<file path="config.mk">
export PLATFORM = sky130hd
export DESIGN_NAME = fpu_offload_ctrl_flat
export DESIGN_NICKNAME = d
export VERILOG_FILES = /design/src/rtl/fpu_offload_pkg.sv /design/src/rtl/fpu_offload_if.sv /design/src/rtl/fpu_offload_ctrl_id_table.sv /design/src/rtl/fpu_offload_ctrl.sv /design/src/flat_wrapper.sv
export SDC_FILE = /design/constraint.sdc
export NUM_CORES = 1
export LEC_CHECK = 0
export ABC_AREA = 1
export CAP_MARGIN = 5
export CORE_MARGIN = 1.5
export CORE_UTILIZATION = 47
export CTS_BUF_LIST = sky130_fd_sc_hd__clkbuf_8
export DETAILED_ROUTE_END_ITERATION = 7
export PLACE_DENSITY = 0.86
export SLEW_MARGIN = 5
export SYNTH_ARGS = -nofsm -noshare
export SYNTH_HDL_FRONTEND = slang
export SYNTH_SLANG_ARGS = --single-unit
</file>
<file path="constraint.sdc">
create_clock -name ck -period 14.5 [get_ports ck]
set_input_delay 3.625 -clock ck [delete_from_list [all_inputs] [get_ports ck]]
set_output_delay 3.625 -clock ck [all_outputs]
set_load 0.05 [all_outputs]
</file>
<file path="src/rtl/fpu_offload_pkg.sv">
// Shared types, opcode constants and the FP-opcode classifier for the
// rvfpm offload controller.
package fpu_offload_pkg;

  localparam int ID_W = 4;

  localparam logic [6:0] OPC_LOAD_FP  = 7'b0000111;
  localparam logic [6:0] OPC_STORE_FP = 7'b0100111;
  localparam logic [6:0] OPC_OP_FP    = 7'b1010011;
  localparam logic [6:0] OPC_FMADD    = 7'b1000011;
  localparam logic [6:0] OPC_FMSUB    = 7'b1000111;
  localparam logic [6:0] OPC_FNMSUB   = 7'b1001011;
  localparam logic [6:0] OPC_FNMADD   = 7'b1001111;

  typedef logic [ID_W-1:0] id_t;

  typedef struct packed {
    logic       busy;
    logic [4:0] rd;
  } entry_t;

  typedef enum logic {
    ST_RUN   = 1'b0,
    ST_DRAIN = 1'b1
  } state_t;

  function automatic logic is_fp_opcode(input logic [6:0] opc);
    return (opc == OPC_LOAD_FP) || (opc == OPC_STORE_FP) || (opc == OPC_OP_FP) ||
           (opc == OPC_FMADD)   || (opc == OPC_FMSUB)    || (opc == OPC_FNMSUB) ||
           (opc == OPC_FNMADD);
  endfunction

endpackage

</file>
<file path="src/rtl/fpu_offload_if.sv">
// Issue, FPU request/response and writeback/store signals bundled between
// the core side (master) and the offload controller (slave).
interface fpu_offload_if #(
  parameter int X_ID_WIDTH = 4,
  parameter int XLEN       = 32,
  parameter int FLEN       = 32
);
  logic                  issue_valid;
  logic                  issue_ready;
  logic                  issue_accept;
  logic [31:0]           issue_instr;
  logic [XLEN-1:0]       issue_rs1;
  logic [FLEN-1:0]       issue_memdata;

  logic                  fpu_enable;
  logic [31:0]           fpu_instruction;
  logic [X_ID_WIDTH-1:0] fpu_id;
  logic [XLEN-1:0]       fpu_fromXReg;
  logic [FLEN-1:0]       fpu_fromMem;
  logic                  fpu_ready;
  logic [X_ID_WIDTH-1:0] fpu_id_out;
  logic [XLEN-1:0]       fpu_toXReg;
  logic                  fpu_toXReg_valid;
  logic [FLEN-1:0]       fpu_toMem;
  logic                  fpu_toMem_valid;

  logic                  wb_valid;
  logic [4:0]            wb_rd;
  logic [XLEN-1:0]       wb_data;
  logic [X_ID_WIDTH-1:0] wb_id;
  logic                  st_valid;
  logic [FLEN-1:0]       st_data;
  logic [X_ID_WIDTH-1:0] st_id;

  modport slave (
    input  issue_valid, issue_instr, issue_rs1, issue_memdata,
           fpu_ready, fpu_id_out, fpu_toXReg, fpu_toXReg_valid, fpu_toMem, fpu_toMem_valid,
    output issue_ready, issue_accept,
           fpu_enable, fpu_instruction, fpu_id, fpu_fromXReg, fpu_fromMem,
           wb_valid, wb_rd, wb_data, wb_id, st_valid, st_data, st_id
  );

  modport master (
    output issue_valid, issue_instr, issue_rs1, issue_memdata,
           fpu_ready, fpu_id_out, fpu_toXReg, fpu_toXReg_valid, fpu_toMem, fpu_toMem_valid,
    input  issue_ready, issue_accept,
           fpu_enable, fpu_instruction, fpu_id, fpu_fromXReg, fpu_fromMem,
           wb_valid, wb_rd, wb_data, wb_id, st_valid, st_data, st_id
  );
endinterface

</file>
<file path="src/rtl/fpu_offload_ctrl_id_table.sv">
// Transaction-ID table: per-ID busy flag and destination register, the
// in-flight counter and a sticky flag for results carrying a free ID.
module fpu_id_table
  import fpu_offload_pkg::*;
#(
  parameter int X_ID_WIDTH = 4
) (
  input  logic                  ck,
  input  logic                  rst,
  input  logic                  i_alloc,
  input  logic [X_ID_WIDTH-1:0] i_alloc_id,
  input  logic [4:0]            i_alloc_rd,
  input  logic                  i_ret_valid,
  input  logic [X_ID_WIDTH-1:0] i_ret_id,
  output logic                  o_alloc_busy,
  output logic                  o_ret_busy,
  output logic [4:0]            o_ret_rd,
  output logic [X_ID_WIDTH:0]   o_outstanding,
  output logic                  o_id_err
);
  localparam int DEPTH = 2 ** X_ID_WIDTH;

  entry_t                r_table [DEPTH];
  logic [X_ID_WIDTH:0]   r_count;
  logic                  r_id_err;
  logic                  w_ret_hit;

  assign o_alloc_busy  = r_table[i_alloc_id].busy;
  assign o_ret_busy    = r_table[i_ret_id].busy;
  assign o_ret_rd      = r_table[i_ret_id].rd;
  assign o_outstanding = r_count;
  assign o_id_err      = r_id_err;
  assign w_ret_hit     = i_ret_valid && o_ret_busy;

  // Allocation never targets a busy entry, so it cannot collide with a retire.
  always_ff @(posedge ck or posedge rst) begin
    if (rst) begin
      for (int i = 0; i < DEPTH; i++) r_table[i] <= '0;
      r_count  <= '0;
      r_id_err <= 1'b0;
    end else begin
      if (w_ret_hit) r_table[i_ret_id].busy <= 1'b0;
      if (i_alloc)   r_table[i_alloc_id]    <= '{busy: 1'b1, rd: i_alloc_rd};
      case ({i_alloc, w_ret_hit})
        2'b10:   r_count <= r_count + 1'b1;
        2'b01:   r_count <= r_count - 1'b1;
        default: r_count <= r_count;
      endcase
      if (i_ret_valid && !o_ret_busy) r_id_err <= 1'b1;
    end
  end

endmodule

</file>
<file path="src/rtl/fpu_offload_ctrl.sv">
// Core-side issuer for the rvfpm FPU: filters FP instructions, tags them with
// IDs, pumps bubbles while work is in flight and routes results back by ID.
module fpu_offload_ctrl
  import fpu_offload_pkg::*;
#(
  parameter int          X_ID_WIDTH      = 4,
  parameter int          XLEN            = 32,
  parameter int          FLEN            = 32,
  parameter int          MAX_OUTSTANDING = 8,
  parameter logic [31:0] BUBBLE_INSN     = 32'h0000_0013
) (
  input  logic                ck,
  input  logic                rst,
  input  logic                i_drain,
  fpu_offload_if.slave        if_bus,
  output logic [X_ID_WIDTH:0] o_outstanding,
  output logic                o_id_err
);
  localparam logic [X_ID_WIDTH:0] MAX_CNT = (X_ID_WIDTH + 1)'(MAX_OUTSTANDING);

  state_t                r_state, w_state_next;
  logic [X_ID_WIDTH-1:0] r_next_id;
  logic                  w_is_fp, w_fp_ok, w_alloc, w_alloc_busy;
  logic                  w_ret_valid, w_ret_busy;
  logic [4:0]            w_ret_rd;

  logic                  r_fpu_enable;
  logic [31:0]           r_fpu_instruction;
  logic [X_ID_WIDTH-1:0] r_fpu_id;
  logic [XLEN-1:0]       r_fpu_from_x;
  logic [FLEN-1:0]       r_fpu_from_mem;
  logic                  r_wb_valid, r_st_valid;
  logic [4:0]            r_wb_rd;
  logic [XLEN-1:0]       r_wb_data;
  logic [X_ID_WIDTH-1:0] r_wb_id, r_st_id;
  logic [FLEN-1:0]       r_st_data;

  assign w_is_fp     = is_fp_opcode(if_bus.issue_instr[6:0]);
  assign w_fp_ok     = (r_state == ST_RUN) && if_bus.fpu_ready && !w_alloc_busy &&
                       (o_outstanding < MAX_CNT);
  assign w_alloc     = if_bus.issue_valid && w_is_fp && w_fp_ok;
  assign w_ret_valid = if_bus.fpu_toXReg_valid || if_bus.fpu_toMem_valid;

  // Non-FP words are always taken and stay in the core; accept flags FP only.
  assign if_bus.issue_ready  = if_bus.issue_valid && (w_is_fp ? w_fp_ok : 1'b1);
  assign if_bus.issue_accept = if_bus.issue_valid && w_is_fp;

  fpu_id_table #(.X_ID_WIDTH(X_ID_WIDTH)) u_table (
    .ck            (ck),
    .rst           (rst),
    .i_alloc       (w_alloc),
    .i_alloc_id    (r_next_id),
    .i_alloc_rd    (if_bus.issue_instr[11:7]),
    .i_ret_valid   (w_ret_valid),
    .i_ret_id      (if_bus.fpu_id_out),
    .o_alloc_busy  (w_alloc_busy),
    .o_ret_busy    (w_ret_busy),
    .o_ret_rd      (w_ret_rd),
    .o_outstanding (o_outstanding),
    .o_id_err      (o_id_err)
  );

  always_ff @(posedge ck or posedge rst) begin
    if (rst) r_state <= ST_RUN;
    else     r_state <= w_state_next;
  end

  // Leaving DRAIN waits for the pipeline to be empty as well as drain low.
  always_comb begin
    w_state_next = r_state;
    case (r_state)
      ST_RUN:   if (i_drain) w_state_next = ST_DRAIN;
      ST_DRAIN: if (!i_drain && o_outstanding == '0) w_state_next = ST_RUN;
      default:  w_state_next = ST_RUN;
    endcase
  end

  always_ff @(posedge ck or posedge rst) begin
    if (rst)          r_next_id <= '0;
    else if (w_alloc) r_next_id <= r_next_id + 1'b1;
  end

  // Bubbles keep the FPU stepping so in-flight results drain without new issues.
  always_ff @(posedge ck or posedge rst) begin
    if (rst) begin
      r_fpu_enable      <= 1'b0;
      r_fpu_instruction <= '0;
      r_fpu_id          <= '0;
      r_fpu_from_x      <= '0;
      r_fpu_from_mem    <= '0;
    end else if (w_alloc) begin
      r_fpu_enable      <= 1'b1;
      r_fpu_instruction <= if_bus.issue_instr;
      r_fpu_id          <= r_next_id;
      r_fpu_from_x      <= if_bus.issue_rs1;
      r_fpu_from_mem    <= if_bus.issue_memdata;
    end else if (o_outstanding != '0 && if_bus.fpu_ready) begin
      r_fpu_enable      <= 1'b1;
      r_fpu_instruction <= BUBBLE_INSN;
      r_fpu_id          <= '0;
      r_fpu_from_x      <= '0;
      r_fpu_from_mem    <= '0;
    end else begin
      r_fpu_enable      <= 1'b0;
      r_fpu_instruction <= '0;
      r_fpu_id          <= '0;
      r_fpu_from_x      <= '0;
      r_fpu_from_mem    <= '0;
    end
  end

  always_ff @(posedge ck or posedge rst) begin
    if (rst) begin
      r_wb_valid <= 1'b0;
      r_wb_rd    <= '0;
      r_wb_data  <= '0;
      r_wb_id    <= '0;
      r_st_valid <= 1'b0;
      r_st_data  <= '0;
      r_st_id    <= '0;
    end else begin
      r_wb_valid <= if_bus.fpu_toXReg_valid && w_ret_busy;
      r_wb_rd    <= w_ret_rd;
      r_wb_data  <= if_bus.fpu_toXReg;
      r_wb_id    <= if_bus.fpu_id_out;
      r_st_valid <= if_bus.fpu_toMem_valid && w_ret_busy;
      r_st_data  <= if_bus.fpu_toMem;
      r_st_id    <= if_bus.fpu_id_out;
    end
  end

  assign if_bus.fpu_enable      = r_fpu_enable;
  assign if_bus.fpu_instruction = r_fpu_instruction;
  assign if_bus.fpu_id          = r_fpu_id;
  assign if_bus.fpu_fromXReg    = r_fpu_from_x;
  assign if_bus.fpu_fromMem     = r_fpu_from_mem;
  assign if_bus.wb_valid        = r_wb_valid;
  assign if_bus.wb_rd           = r_wb_rd;
  assign if_bus.wb_data         = r_wb_data;
  assign if_bus.wb_id           = r_wb_id;
  assign if_bus.st_valid        = r_st_valid;
  assign if_bus.st_data         = r_st_data;
  assign if_bus.st_id           = r_st_id;

endmodule

</file>
<file path="src/flat_wrapper.sv">
// flat-port wrapper written by rule: the top's interface ports become plain ports
module fpu_offload_ctrl_flat import fpu_offload_pkg::*;
#(
  parameter int          X_ID_WIDTH      = 4,
  parameter int          XLEN            = 32,
  parameter int          FLEN            = 32,
  parameter int          MAX_OUTSTANDING = 8,
  parameter logic [31:0] BUBBLE_INSN     = 32'h0000_0013
)
  (ck, rst, i_drain, o_outstanding, o_id_err, if_bus_issue_valid, if_bus_issue_instr, if_bus_issue_rs1, if_bus_issue_memdata, if_bus_fpu_ready, if_bus_fpu_id_out, if_bus_fpu_toXReg, if_bus_fpu_toXReg_valid, if_bus_fpu_toMem, if_bus_fpu_toMem_valid, if_bus_issue_ready, if_bus_issue_accept, if_bus_fpu_enable, if_bus_fpu_instruction, if_bus_fpu_id, if_bus_fpu_fromXReg, if_bus_fpu_fromMem, if_bus_wb_valid, if_bus_wb_rd, if_bus_wb_data, if_bus_wb_id, if_bus_st_valid, if_bus_st_data, if_bus_st_id);
  fpu_offload_if #(.X_ID_WIDTH(X_ID_WIDTH), .XLEN(XLEN), .FLEN(FLEN)) if_bus_i ();
  input  logic ck;
  input  logic rst;
  input  logic i_drain;
  output logic [X_ID_WIDTH:0] o_outstanding;
  output logic o_id_err;
  input wire logic [$bits(if_bus_i.issue_valid)-1:0] if_bus_issue_valid;
  input wire logic [$bits(if_bus_i.issue_instr)-1:0] if_bus_issue_instr;
  input wire logic [$bits(if_bus_i.issue_rs1)-1:0] if_bus_issue_rs1;
  input wire logic [$bits(if_bus_i.issue_memdata)-1:0] if_bus_issue_memdata;
  input wire logic [$bits(if_bus_i.fpu_ready)-1:0] if_bus_fpu_ready;
  input wire logic [$bits(if_bus_i.fpu_id_out)-1:0] if_bus_fpu_id_out;
  input wire logic [$bits(if_bus_i.fpu_toXReg)-1:0] if_bus_fpu_toXReg;
  input wire logic [$bits(if_bus_i.fpu_toXReg_valid)-1:0] if_bus_fpu_toXReg_valid;
  input wire logic [$bits(if_bus_i.fpu_toMem)-1:0] if_bus_fpu_toMem;
  input wire logic [$bits(if_bus_i.fpu_toMem_valid)-1:0] if_bus_fpu_toMem_valid;
  output wire logic [$bits(if_bus_i.issue_ready)-1:0] if_bus_issue_ready;
  output wire logic [$bits(if_bus_i.issue_accept)-1:0] if_bus_issue_accept;
  output wire logic [$bits(if_bus_i.fpu_enable)-1:0] if_bus_fpu_enable;
  output wire logic [$bits(if_bus_i.fpu_instruction)-1:0] if_bus_fpu_instruction;
  output wire logic [$bits(if_bus_i.fpu_id)-1:0] if_bus_fpu_id;
  output wire logic [$bits(if_bus_i.fpu_fromXReg)-1:0] if_bus_fpu_fromXReg;
  output wire logic [$bits(if_bus_i.fpu_fromMem)-1:0] if_bus_fpu_fromMem;
  output wire logic [$bits(if_bus_i.wb_valid)-1:0] if_bus_wb_valid;
  output wire logic [$bits(if_bus_i.wb_rd)-1:0] if_bus_wb_rd;
  output wire logic [$bits(if_bus_i.wb_data)-1:0] if_bus_wb_data;
  output wire logic [$bits(if_bus_i.wb_id)-1:0] if_bus_wb_id;
  output wire logic [$bits(if_bus_i.st_valid)-1:0] if_bus_st_valid;
  output wire logic [$bits(if_bus_i.st_data)-1:0] if_bus_st_data;
  output wire logic [$bits(if_bus_i.st_id)-1:0] if_bus_st_id;
  assign if_bus_i.issue_valid = if_bus_issue_valid;
  assign if_bus_i.issue_instr = if_bus_issue_instr;
  assign if_bus_i.issue_rs1 = if_bus_issue_rs1;
  assign if_bus_i.issue_memdata = if_bus_issue_memdata;
  assign if_bus_i.fpu_ready = if_bus_fpu_ready;
  assign if_bus_i.fpu_id_out = if_bus_fpu_id_out;
  assign if_bus_i.fpu_toXReg = if_bus_fpu_toXReg;
  assign if_bus_i.fpu_toXReg_valid = if_bus_fpu_toXReg_valid;
  assign if_bus_i.fpu_toMem = if_bus_fpu_toMem;
  assign if_bus_i.fpu_toMem_valid = if_bus_fpu_toMem_valid;
  assign if_bus_issue_ready = if_bus_i.issue_ready;
  assign if_bus_issue_accept = if_bus_i.issue_accept;
  assign if_bus_fpu_enable = if_bus_i.fpu_enable;
  assign if_bus_fpu_instruction = if_bus_i.fpu_instruction;
  assign if_bus_fpu_id = if_bus_i.fpu_id;
  assign if_bus_fpu_fromXReg = if_bus_i.fpu_fromXReg;
  assign if_bus_fpu_fromMem = if_bus_i.fpu_fromMem;
  assign if_bus_wb_valid = if_bus_i.wb_valid;
  assign if_bus_wb_rd = if_bus_i.wb_rd;
  assign if_bus_wb_data = if_bus_i.wb_data;
  assign if_bus_wb_id = if_bus_i.wb_id;
  assign if_bus_st_valid = if_bus_i.st_valid;
  assign if_bus_st_data = if_bus_i.st_data;
  assign if_bus_st_id = if_bus_i.st_id;
  fpu_offload_ctrl #(.X_ID_WIDTH(X_ID_WIDTH), .XLEN(XLEN), .FLEN(FLEN), .MAX_OUTSTANDING(MAX_OUTSTANDING), .BUBBLE_INSN(BUBBLE_INSN)) u_core (.ck(ck), .rst(rst), .i_drain(i_drain), .if_bus(if_bus_i), .o_outstanding(o_outstanding), .o_id_err(o_id_err));
endmodule
</file>
# After elaboration in Yosys (flattened, before gate mapping)
# Cells that the tools add are included.
[word_totals]
inputBits = 171
romBits = 0
regBits = 283
word_cells = 120
mem_bits_rw = 0
latchBits = 0
mem_count = 0
output_inout_bits = 188
[classes]
magnitude_cmp = 5
mul = 0
n_div = 0
muxes = 26
n_bitwise = 3
addsub = 3
n_reduce_logical = 27
eq_ne = 9
n_shift = 0
[ops]
columns = ["cell", "count"]
rows = [
  ["$bwmux 96", 2],
  ["$mux 96", 2],
  ["$mux 32", 3],
  ["$bmux 6 s4", 2],
  ["$demux 6 s4", 2],
  ["$mux 6", 6],
  ["$eq 7x7->1 const B", 5],
  ["$logic_and 1x1->1", 14],
  ["$ge 5x5->1 const B", 2],
  ["$lt 5x1->1 const B", 2],
  ["$not 4->5", 2],
  ["$pmux 5 s2", 1],
  ["$eq 7x3->1 const B", 1],
  ["$eq 7x6->1 const B", 1],
  ["$logic_or 1x1->1", 7],
  ["$add 5x1->5 const B", 1],
  ["$logic_not 5->1", 1],
  ["$lt 5x4->1 const B", 1],
  ["$mux 1", 5],
  ["$mux 5", 1],
  ["$reduce_bool 5->1", 1],
  ["$sub 5x1->5 const B", 1],
  ["$add 4x1->4 const B", 1],
  ["$mux 4", 1],
  ["6 further kinds", 8],
]

# Depth between registers and ports, before layout
# Gate-level depths: netlist of the first run.
[depth]
depth_word = 11
depth_mapped = 23

# Hierarchy
# A second synthesis of the first run with hierarchy kept.
[unflattened]
cells_unflattened = 1053
area_unflattened_um2 = 10680.2
[modules_own_cells]
columns = ["mod", "area_each_um2", "n_inst", "cells_each"]
rows = [
  ["fpu_offload_ctrl", 5656.7, 1, 450],
  ["fpu_id_table", 5023.6, 1, 603],
]

# Least setup slack after synthesis of the first run
# Ideal clock, no wire load.
[synth_path]
path_kind = "input to output"
from = "in if_bus_fpu_ready"
to = "out if_bus_issue_ready"
setup_slack_ns = 6.215
required_ns = 10.875
stages = 6
arrival_time_ns = 4.660
path_cell_list = "nand2_1 nor2_1 nand2_1 nor2_4 a21oi_1 nor2_1"
[synth_via]
elab_chain_cells = 5
[synth_lines]
columns = ["item", "line_no", "rtl"]
rows = [
  ["start, declared", "flat_wrapper.sv:21", "input wire logic [$bits(if_bus_i.fpu_ready)-1:0] if_bus_fpu_ready;"],
  ["$logic_and 1x1->1 (3 in series)", "fpu_offload_ctrl.sv:39", "assign w_fp_ok = (r_state == ST_RUN) && if_bus.fpu_ready && !w_alloc_busy &&"],
  ["$mux 1", "fpu_offload_ctrl.sv:45", "assign if_bus.issue_ready = if_bus.issue_valid && (w_is_fp ? w_fp_ok : 1'b1);"],
  ["$logic_and 1x1->1", "fpu_offload_ctrl.sv:45", ""],
  ["end, declared", "flat_wrapper.sv:27", "output wire logic [$bits(if_bus_i.issue_ready)-1:0] if_bus_issue_ready;"],
]
# Every way passes these cells.

# Worst setup path in the final report of the first run
[layout_path]
from = "in if_bus_issue_instr[2]"
to = "out if_bus_issue_accept"
[layout_via]
elab_chain_cells = 8
word_cells_on_any_way = 14
[layout_lines]
columns = ["item", "line_no", "rtl"]
rows = [
  ["start, declared", "flat_wrapper.sv:18", "input wire logic [$bits(if_bus_i.issue_instr)-1:0] if_bus_issue_instr;"],
  ["$eq 7x3->1 / $eq 7x6->1 (equally long branches)", "fpu_offload_pkg.sv:28", "return (opc == OPC_LOAD_FP) || (opc == OPC_STORE_FP) || (opc == OPC_OP_FP) ||"],
  ["$logic_or 1x1->1 (3 in series)", "fpu_offload_pkg.sv:28", ""],
  ["$logic_or 1x1->1 (2 in series)", "fpu_offload_pkg.sv:29", "(opc == OPC_FMADD) || (opc == OPC_FMSUB) || (opc == OPC_FNMSUB) ||"],
  ["$logic_or 1x1->1 *", "fpu_offload_pkg.sv:29", ""],
  ["$logic_and 1x1->1 *", "fpu_offload_ctrl.sv:46", "assign if_bus.issue_accept = if_bus.issue_valid && w_is_fp;"],
  ["end, declared", "flat_wrapper.sv:28", "output wire logic [$bits(if_bus_i.issue_accept)-1:0] if_bus_issue_accept;"],
]
# Every way passes the cells marked *; elsewhere a longest branch is shown, timed or not.

==> results.toml, run 1 <==
[drt]
num_vias = 8630
drc = 18
dr.pass1.iters = 8
routed_wl_mm = 32.5
drt-initial-drc-count = 798
via_per_inst = 5.08
wl_per_cell_um = 19.2
ant_nets = 0

[layout]
design_area_mm2 = 0.0152
area_growth_pct = 43.5
finish.utilization_pct = 69.3
nNetsFinal = 1557
final_layout_size_suffix_gt1_share_pct = 7.09

[floorplanning]
die_h_um = 153
placeableCoreArea_mm2 = 0.0220
fp.dieW_um = 153
initial_core_util_pct = 48.3
rows = 54
dieArea_mm2 = 0.0235
pin_count = 359

[sta]
post-route-min-period_ps = 9230
slew_viol_final = 0
fmax_mhz = 108
fin_setup_tns_ps = 0
maxSlewHeadroom_pct = 30.2
timing.final.crit_share_pct = 63.6
rsz0062_at_grt = "no"
tightest_slew_ps = 1050
skew_ps = 12.5
setup_viol = 0
hold_viol_final = 0

[grt]
grt_max_degree = 141
grt_pass1_vias = 8713
grt_overflow_total = 0
antenna_found_initial = 10
grt_pass1_wl_mm = 49.4
grt_util_all_layers_pct = 27.7

[logic_synthesis]
synth-edff-count = 0
ys_ff_latch = 283
ys_seq_area_share_pct = 66.8
synth_ff_type = "dfrtp_1"
syn_avg_cell_area_um2 = 10.4
synthCells = 1020
syn-cell-area_mm2 = 0.0106
async_reset_ff_share_pct = 100
ys_warn_count = 0
synth_fp_nets = 1197
yosys.cell_types.count = 32

[setup_path]
rr_endpoint = "u_core.u_table.o_outstanding[4]$_DFFE_PP0P_"
cp-end-kind = "primary output"
r2r_cells = 21
critPathLaunchType = "input pin"
crit_fanout = 2
cp-startpoint = "if_bus_issue_instr[2]"
cp.required_ps = 10880
arrival_ps = 5600
r2r-start = "u_core.r_next_id[0]$_DFFE_PP0P_"
rrSetupSlack_ps = 11460
path_class = "in -> out"

[placed_design]
hpwl_mm = 22.9
portBuffers = 358
placed_cell_area_mm2 = 0.0143
gp_congestion = 0.914

[min_path]
min-delay-path-class = "reg -> reg"
hp-start = "u_core.u_table.r_table[59]$_DFF_PP0_"
whs_endpoint = "u_core.u_table.r_table[59]$_DFF_PP0_"
hold-path-cell-count = 2

[cts]
path_clk_slew_ps = 60
clock-sinks = 283
numCtsBuffers = 46
cts_root_buf = "clkbuf_8"
cts_resized = 0
clk_path_buf_depth = 3
htree_levels = 2
clock_latency_ps = 550
hold_buffers = 0
cts_tree = "done"
cts_setup_buffers = 0

[power_and_ir_drop]
total_power_mw = 1.84
irDropWorstVdd_v = 0.0000935
power_density_mw_per_mm2 = 121
p_leak_nw = 7.37

[outcome]
outcome = "complete, but fails checks"
violations = "DRC"

[job]
drv_cap = 0
## area by class of cell
type / count / area (µm²)
Multi-Input combinational cell: 545 / 2670
Fill cell: 1539 / 6750
Timing Repair Buffer: 363 / 3620
Clock inverter: 20 / 116
Sequential cell: 283 / 7080
Antenna cell: 8 / 20.0
Inverter: 141 / 537
Tap cell: 280 / 350
Clock buffer: 59 / 812
## power by group
group / total [mW] / internal, mW / leakage (nW) / switching, mW
clock network: 0.697 / 0.382 / 0.527 / 0.315
logic: 0.295 / 0.110 / 3.11 / 0.185
registers: 0.846 / 0.823 / 3.73 / 0.0233
## flip-flops by register name (all words and copies together) (netlist names), 5 cells and up
name,count
u_core.u_table.r_table,96
u_core.if_bus.st_data,32
u_core.if_bus.fpu_instruction,32
u_core.if_bus.fpu_fromXReg,32
u_core.if_bus.wb_data,32
u_core.u_table.o_outstanding,5
u_core.if_bus.wb_rd,5
u_core.if_bus.fpu_fromMem,32
## worst max-delay path, stage by stage
cell	delay [ps]
clkdlybuf4s50_1	520
inv_1	70
o21ai_0	150
nand3_1	130
nor2_1	240
clkdlybuf4s50_1	860
## kinds of logic after synthesis
| group | Yosys count | synth area share, % |
|---|---|---|
| DFF | 283 | 66.8 |
| xor gates and xnor gates | 5 | 0.413 |
| AOI/OAI and AO/OA | 173 | 9.74 |
| and+or+nand+nor | 361 | 14.3 |
| buffers and inverters | 192 | 8.03 |
| adders and majority gates | 6 | 0.708 |
## metrics by stage
stage          hold WS, ps  worst slack [ps]  cells
3_3_place_gp           463              5380   1612
4_1_cts                479              5270   1691
5_1_grt                515              5190   1698
6_report               484              5270   1699
3_5_place_dp           466              5310   1612
2_1_floorplan          442              3070   1020
## worst max path at each step
stage / to / slack, ps / cells past startpoint
3_3_place_gp: if_bus_issue_accept / 5380 / 6
6_report: if_bus_issue_accept / 5270 / 6
2_1_floorplan: u_core.if_bus.fpu_enable$_DFF_PP0_ / 3070 / 1
5_1_grt: if_bus_issue_accept / 5190 / 6
3_5_place_dp: if_bus_issue_accept / 5310 / 6
4_1_cts: if_bus_issue_accept / 5270 / 6
## cell usage in the layout, fill, tap and decap left out, types with 2 or more instances in the layout
| cell type | n |
|---|---|
| clkdlybuf4s50_1 | 358 |
| dfrtp_1 | 283 |
| nand2_1 | 194 |
| inv_1 | 146 |
| nor2_1 | 110 |
| o21ai_1 | 68 |
| clkbuf_8 | 59 |
| a22oi_1 | 40 |
| o21ai_0 | 38 |
| nand3_1 | 22 |
| nor4_1 | 10 |
| a21boi_0 | 10 |
| diode_2 | 8 |
| a21oi_1 | 8 |
| clkinv_2 | 8 |
| nor2_2 | 6 |
| nor2_4 | 6 |
| ha_1 | 6 |
| a2111o_1 | 5 |
| buf_4 | 5 |
| inv_2 | 4 |
| nand2_2 | 4 |
| xor2_1 | 4 |
| nor3_1 | 3 |
| nand3_2 | 2 |
| o21bai_1 | 2 |
## Yosys cell counts (2+ instances only)
cell type,n,area [µm²]
nor2_4,6,67.6
nand3_1,22,110
nand2_2,4,25.0
a22oi_1,40,300
a21oi_1,8,40.0
nor2_2,5,31.3
dfrtp_1,283,7080
clkbuf_1,13,48.8
buf_2,14,70.1
a2111o_1,5,56.3
nand3_2,2,20.0
a21boi_0,10,75.1
o21ai_1,68,340
nand2_1,194,728
inv_2,4,15.0
buf_6,6,67.6
nor2_1,111,417
o21bai_1,2,15.0
nor3_1,3,15.0
xor2_1,4,35.0
nor4_1,10,62.6
ha_1,6,75.1
o21ai_0,38,190
buf_4,18,135
inv_1,137,514
## per-layer routing
layer / part of all wire [%] / track usage, % / wire length (µm)
met1: 35 / 31.3 / 11400
met5: 0.071 / 0 / 23
met4: 3.3 / 10.5 / 1060
met2: 51 / 48.0 / 16600
met3: 11 / 9.98 / 3460
Power figures use the tool's default switching activity.
==> run 2, diff against run 1 <==
Clock period 14.5 ns to 8.55 ns, I/O delays scaled along.
==> results.toml, run 2 (synthesis results as in run 1) <==
[grt]
grt_pass1_vias = 8873
grt_overflow_total = 0
grt_max_degree = 173
antenna_found_initial = 5
grt_util_all_layers_pct = 27.9
grt_pass1_wl_mm = 50.1

[layout]
instances_no_fill = 1700
fillers = 1519
final_cell_mix = "clkdlybuf4s50_1 (358), dfrtp_1 (283), nand2_1 (194)"
multi_input_area_mm2 = 0.00268
area_growth_pct = 44.3
largest_reg_flops = 96
design_area_mm2 = 0.0153
top_register = "u_core.u_table.r_table"
final_common_cell = "clkdlybuf4s50_1"
final_layout_size_suffix_gt1_share_pct = 7.28
nNetsFinal = 1556
seqCellArea_mm2 = 0.00708

[placed_design]
portBuffers = 358
placed_cell_area_mm2 = 0.0143
hpwl_mm = 22.7
gp_congestion = 0.906
dp.cells = 1610

[floorplanning]
die_h_um = 153
fp.dieW_um = 153
rows = 54
initial_core_util_pct = 48.3
dieArea_mm2 = 0.0235
placeableCoreArea_mm2 = 0.0220
pin_count = 359

[setup_path]
critPathLaunchType = "input pin"
r2r-start = "u_core.r_next_id[0]$_DFFE_PP0P_"
cp-startpoint = "if_bus_issue_instr[1]"
cp.required_ps = 6410
crit_end = "if_bus_issue_accept"
rr_endpoint = "u_core.u_table.r_table[4]$_DFFE_PP0P_"
cp-end-kind = "primary output"
rrSetupSlack_ps = 5140
arrival_ps = 4080
r2r_cells = 13
crit_fanout = 2
path_class = "in -> out"

[sta]
hold_viol_final = 0
timing.final.crit_share_pct = 72.7
slew_viol_final = 0
tightest_slew_ps = 1060
fin_setup_tns_ps = 0
post-route-min-period_ps = 6210
setup_viol = 0
rsz0062_at_grt = "no"
fmax_mhz = 161
maxSlewHeadroom_pct = 29.4
skew_ps = 12.4
hold_slack_ps = 488

[power_and_ir_drop]
power_density_mw_per_mm2 = 209
total_power_mw = 3.20
irDropWorstVdd_v = 0.000124
p_leak_nw = 7.41

[drt]
ant_nets = 0
wl_per_cell_um = 19.4
num_vias = 8593
drc = 12
routed_wl_mm = 32.9
via_per_inst = 5.05
drt-initial-drc-count = 678
dr.pass1.iters = 8

[job]
drv_cap = 0

[cts]
clk_path_buf_depth = 3
cts_tree = "done"
cts_root_buf = "clkbuf_8"
htree_levels = 2
hold_buffers = 0
clock_latency_ps = 560
path_clk_slew_ps = 60
clock-sinks = 283
cts_resized = 0
numCtsBuffers = 47
cts_setup_buffers = 0

[min_path]
min-delay-path-class = "reg -> reg"
hp-start = "u_core.u_table.r_table[58]$_DFFE_PP0P_"

[outcome]
violations = "DRC"
outcome = "complete, but fails checks"
## run 2: changes by cell type in the layout (fill, tap and decap cells not counted), sizes merged
cell,delta
clkbuf,+7
clkinv,-3
diode,-3
buf,-2
clkinvlp,+1
inv,+1
## run 2: metal layers
layer | part of all wire [%] | vias to the layer above | routed length [µm] | GRT usage, %
li1 | - | 3931 | - | -
met1 | 37 | 4186 | 12100 | 32.5
met2 | 50 | 410 | 16500 | 46.7
met3 | 9.4 | 66 | 3100 | 10.2
met4 | 3.7 | 0 | 1220 | 11.8
met5 | 0 | - | 0 | 0
## run 2: worst min-delay path by stage
stage	to	slack, ps	cells after the start
2_1_floorplan	u_core.u_table.r_table[59]$_DFF_PP0_	440	2
3_3_place_gp	u_core.u_table.o_id_err$_DFFE_PP0P_	460	1
3_5_place_dp	u_core.u_table.r_table[58]$_DFFE_PP0P_	470	2
4_1_cts	u_core.u_table.r_table[58]$_DFFE_PP0P_	490	2
5_1_grt	u_core.u_table.r_table[51]$_DFFE_PP0P_	500	2
6_report	u_core.u_table.r_table[58]$_DFFE_PP0P_	490	2
## run 2: power by group
part / total, mW / internal [mW] / switching, mW
sequential: 1.44 / 1.40 / 0.0411
combinational: 0.502 / 0.186 / 0.316
clock: 1.26 / 0.715 / 0.542
## run 2: worst max-delay path, cell delays in order
cell and delay (ps):
clkdlybuf4s50_1 480, nand2_1 130, a21oi_1 140, nand3_1 110, nor2_1 230, clkdlybuf4s50_1 850
## run 2: cell type report
class | count | area share [%]
flip-flops and latches | 283 | 46.3
repair buffers | 361 | 23.7
multi-input cells | 545 | 17.5
clock buffers | 66 | 5.94
inverters | 141 | 3.48
well taps | 280 | 2.29
clock inverters | 19 | 0.753
diodes | 5 | 0.0818
## run 2: metrics by stage
stage	util, %	setup slack [ps]
after floorplan	-	2660
after global placement	64.9	2410
after detailed placement	64.9	2350
after CTS	69.6	2350
after global routing	69.6	2230
final	69.7	2340
